## config.mk

```make
export PLATFORM = sky130hd
export DESIGN_NAME = sequencer
export DESIGN_NICKNAME = d
export VERILOG_FILES = /design/src/rtl/sequencer.sv
export SDC_FILE = /design/constraint.sdc
export NUM_CORES = 1
export LEC_CHECK = 0
export CAP_MARGIN = 0
export CORE_AREA = 2 2 39 41
export CTS_CLUSTER_DIAMETER = 50
export DETAILED_ROUTE_END_ITERATION = 8
export DIE_AREA = 0 0 41 43
export PLACE_DENSITY = 0.71
export SYNTH_ARGS = -nofsm -noshare
export SYNTH_HDL_FRONTEND = slang
export SYNTH_SLANG_ARGS = --single-unit
```

## constraint.sdc

```tcl
create_clock -name clk -period 1.47 [get_ports clk]
set_input_delay 0.294 -clock clk [delete_from_list [all_inputs] [get_ports clk]]
set_output_delay 0.294 -clock clk [all_outputs]
set_load 0.1 [all_outputs]
```

## src/rtl/sequencer.sv

```systemverilog
// Multi-cycle fetch/decode/operand/data sequencer for the mos6502 core.
// Outputs are registered decodes of the next state; rdy gates only il and pc_inc.
module sequencer #(
    parameter int                DATA_W      = 8,
    parameter logic [DATA_W-1:0] HALT_OPCODE = 8'h02,
    parameter logic [2:0]        STORE_AAA   = 3'b100
) (
    input  logic              clk,
    input  logic              reset,
    input  logic              rdy,
    input  logic [DATA_W-1:0] inst,
    output logic              il,
    output logic              mm,
    output logic              mw,
    output logic              pc_inc,
    output logic              sync,
    output logic              halted
);

    localparam logic IL_LOAD    = 1'b1;
    localparam logic IL_NOLOAD  = 1'b0;
    localparam logic MM_PC_ADDR = 1'b0;
    localparam logic MM_A_ADDR  = 1'b1;
    localparam logic MW_READ    = 1'b0;
    localparam logic MW_WRITE   = 1'b1;

    typedef enum logic [2:0] {
        S_FETCH, S_DECODE, S_OPER_LO, S_OPER_HI, S_DATA, S_HALT
    } state_t;

    typedef enum logic [1:0] {
        M_IMPL, M_IMM, M_ZP, M_ABS
    } mode_t;

    state_t     state_q, state_d;
    mode_t      mode_q, mode_d;
    logic       store_q, store_d;
    logic [2:0] step_q, step_d;
    logic       il_q, pc_inc_q, mm_q, mw_q, sync_q, halted_q;

    // Addressing mode and store flag are latched in DECODE so later cycles ignore inst.
    always_comb begin
        state_d = state_q;
        mode_d  = mode_q;
        store_d = store_q;
        step_d  = step_q;
        if (rdy) begin
            case (state_q)
                S_FETCH:  state_d = S_DECODE;
                S_DECODE: begin
                    store_d = (inst[7:5] == STORE_AAA);
                    if (inst == HALT_OPCODE) begin
                        state_d = S_HALT;
                    end else begin
                        case (inst[4:2])
                            3'b010:  begin mode_d = M_IMM;  state_d = S_OPER_LO; end
                            3'b001:  begin mode_d = M_ZP;   state_d = S_OPER_LO; end
                            3'b011:  begin mode_d = M_ABS;  state_d = S_OPER_LO; end
                            default: begin mode_d = M_IMPL; state_d = S_FETCH;   end
                        endcase
                    end
                end
                S_OPER_LO: begin
                    case (mode_q)
                        M_ZP:    state_d = S_DATA;
                        M_ABS:   state_d = S_OPER_HI;
                        default: state_d = S_FETCH;
                    endcase
                end
                S_OPER_HI: state_d = S_DATA;
                S_DATA:    state_d = S_FETCH;
                S_HALT:    state_d = S_HALT;
                default:   state_d = S_FETCH;
            endcase
            if (state_d == S_FETCH)
                step_d = 3'd0;
            else if (step_q != 3'd7)
                step_d = step_q + 3'd1;
        end
    end

    always_ff @(posedge clk or posedge reset) begin
        if (reset) begin
            state_q  <= S_FETCH;
            mode_q   <= M_IMPL;
            store_q  <= 1'b0;
            step_q   <= 3'd0;
            il_q     <= IL_LOAD;
            pc_inc_q <= 1'b1;
            mm_q     <= MM_PC_ADDR;
            mw_q     <= MW_READ;
            sync_q   <= 1'b1;
            halted_q <= 1'b0;
        end else begin
            state_q  <= state_d;
            mode_q   <= mode_d;
            store_q  <= store_d;
            step_q   <= step_d;
            il_q     <= (state_d == S_FETCH) ? IL_LOAD : IL_NOLOAD;
            pc_inc_q <= (state_d == S_FETCH) || (state_d == S_OPER_LO) || (state_d == S_OPER_HI);
            mm_q     <= (state_d == S_DATA) ? MM_A_ADDR : MM_PC_ADDR;
            mw_q     <= ((state_d == S_DATA) && store_d) ? MW_WRITE : MW_READ;
            sync_q   <= (state_d == S_FETCH);
            halted_q <= (state_d == S_HALT);
        end
    end

    assign il     = il_q & rdy;
    assign pc_inc = pc_inc_q & rdy;
    assign mm     = mm_q;
    assign mw     = mw_q;
    assign sync   = sync_q;
    assign halted = halted_q;

endmodule
```

==> results.md <==
- HP Class: input port to asynchronous set/reset pin
- Crit path launch: il_q
- CP peak stage delay: 610 ps
- RSZ-0062 raised after global routing: true
- Placed Instances: 87
- DR vias: 470
- Skew final: 3.72 ps
- Share of layout cells above drive strength 1: 0.421
- Pin count of the biggest net entering global routing: 12
- Yosys warnings: 0
- Clock sinks: 11
- Synthesized area per cell: 11.3 µm²
- CP startpoint kind: flip-flop
- Final WS setup: -6.47 ps
- Vias/cell: 5.11
- Placer Congestion: 0.709
- Post-route ant nets: 0
- Finish-stage setup viols: 1
- Max Slew Vio Count: 0
- Failing checks: setup timing
- Synth Flop Type: dfrtp_1
- Sequential element share of the synthesized area: 0.492
- Post-synthesis net count: 61
- EDFF count, synth: 0
- Worst Tran Pin Value: 466 ps
- TritonCTS clock tree: built
- Antenna fix cells: 0
- WS Path Type: flip-flop to output port
- First-pass GRT wire length: 2.06 mm
- Core ar.: 1380 µm²
- Ranking of synthesized cells by area: dfrtp_1, dfstp_2, nand4bb_4, inv_1, o21ai_0
- Maximum clock frequency: 0.677 GHz
- Core Util, Final: 0.641
- Slowest cell on the critical path: dfstp_4
- Clk buf depth: 2
- Drt wl/cell: 12.5 µm
- Power per cell area: 1740 nW/µm²
- PortBufs: 16
- Reg2reg path depth: 4
- Status: finished, violations left
- Drt drc: 0
- Vias in the first global route: 485
- Ports: 17
- Clock transition at path regs: 70 ps
- Critical Path AT: 1180 ps
- # fillers: 116
- Post-synth top area share: 0.399
- Minimum clock period: 1480 ps
- Post-CTS Hold Buffers: 0
- # H-tree levels: 1
- Worst Path Required: 1180 ps
- Critical Path Sink: il
- DP Worst Slack: -390 ps
- Max-Cap Viols: 0
- Iter 0 DRT Violations: 1
- Commonest non-fill, non-tap cell in the layout: dlygate4sd2_1
- Area leader, netlist: dfrtp_1
- Post-DP HPWL: 862 µm
- Initial antenna violation count: 0
- FF/Latch Area: 284 µm²
- Worst Hold Margin: 302 ps
- #FFs+latches synth: 11
- Power, Total: 0.00154 W
- Mapped Cells: 50
- Die H: 43 µm
- Total die area: 1760 µm²
- Synth Cell Area: 564 µm²
- Cells along the critical path: and2_4, buf_12
- Fraction of registers with async set/reset: 1.00
- DIE WIDTH: 41 µm
- Worst rel slew slack: 0.688
- Period utilization: 1.00
- Critical register-to-register path startpoint: state_q[2]
- Later-pin clock latency in the skew report: 270 ps
- Slack of the worst reg-to-reg path: 100 ps
- Root Driver: clkbuf_4
- Worst Path Max Fanout: 2
- Post-route insts no fill: 92
- Starting density of the core: 0.408
- RR Endpoint: mw
- Gr usage total: 0.177
- Num CTS Buffers: 3
- VDD IR-drop max: 0.00127 V
- Pleak: 0.391 nW
- FP Rows: 14
- Drt total wl: 1.15 mm
- Fin nets: 88
- CP endpoint kind: output port
- Area of the multi-input gates: 275 µm²
- Area growth syn-to-layout: 57.2%
- Hold Vio Cnt, Final: 0
- Grt ovf: 0
- Pre-antenna DRT Iters: 2
- Most frequent cells in the layout: dlygate4sd2_1, dfrtp_1, inv_1, buf_12, buf_4
- Unique masters post-synth: 27
-- final cells by class --
cell class,count,area share
clock buffers,4,0.0296
inverters,7,0.0310
multi-input cells,32,0.310
flip-flops and latches,11,0.320
well taps,16,0.0226
repair buffers,22,0.286
-- metal layers --
layer  track usage  part of all wire
met3        0.0419             0.027
met1         0.243              0.48
met4         0.113            0.0078
met2         0.241              0.49
met5             0                 0
-- how the worst min path moves through the flow --
| stage | depth (start not counted) | slack [ps] | start | end |
|---|---|---|---|---|
| 6_report | 2 | 300 | reset | store_q |
| 3_3_place_gp | 2 | 550 | mode_q[0] | mode_q[0] |
| 3_5_place_dp | 2 | 550 | mode_q[0] | mode_q[0] |
| 2_1_floorplan | 1 | 150 | reset | halted |
| 4_1_cts | 2 | 320 | reset | halted |
| 5_1_grt | 2 | 380 | reset | store_q |
-- stage by stage --
step | cell area (µm²) | setup TNS [ps]
2_1_floorplan | 572 | 0
3_3_place_gp | 850 | -2470
3_5_place_dp | 850 | -3020
4_1_cts | 883 | -14.3
5_1_grt | 887 | -36.9
6_report | 887 | -6.47
-- worst max-delay path: cells and delay by family, from the launching register on --
kind          cells  cell delay (ps)
buf+inv           1              160
simple gates      1              140
flops             1              610
-- synth_stat cells, types with 2 or more instances --
library cell / count
nand2_1: 3
o21ai_0: 3
o31ai_1: 2
inv_1: 6
dfrtp_1: 9
nor2b_1: 2
and2_1: 2
dfstp_2: 2
o21ai_1: 2
nor2_1: 2
-- registers in the layout, summed over array words and instances (netlist names) --
| signal | count |
|---|---|
| halted | 1 |
| il_q | 1 |
| mm | 1 |
| mode_q | 2 |
| mw | 1 |
| pc_inc_q | 1 |
| state_q | 3 |
| store_q | 1 |
-- power breakdown --
group	internal (W)	switching, W
registers	0.000431	0.0000931
clock network	0.000105	0.000102
logic	0.000354	0.000457
-- kinds of logic after synthesis --
group / count (synthesis) / share of synthesized area
simple gates: 19 / 0.275
compound gates: 13 / 0.184
flops: 11 / 0.492
buf+inv: 7 / 0.0488
-- what timing repair did --
action                                  4_1_cts  5_1_grt
endpoints found under the setup margin        7        5
buffers inserted                              1        0
cloned                                        0        0
resized for setup                            12        3
pin swaps                                     5        2
Power figures use the tool's default switching activity.
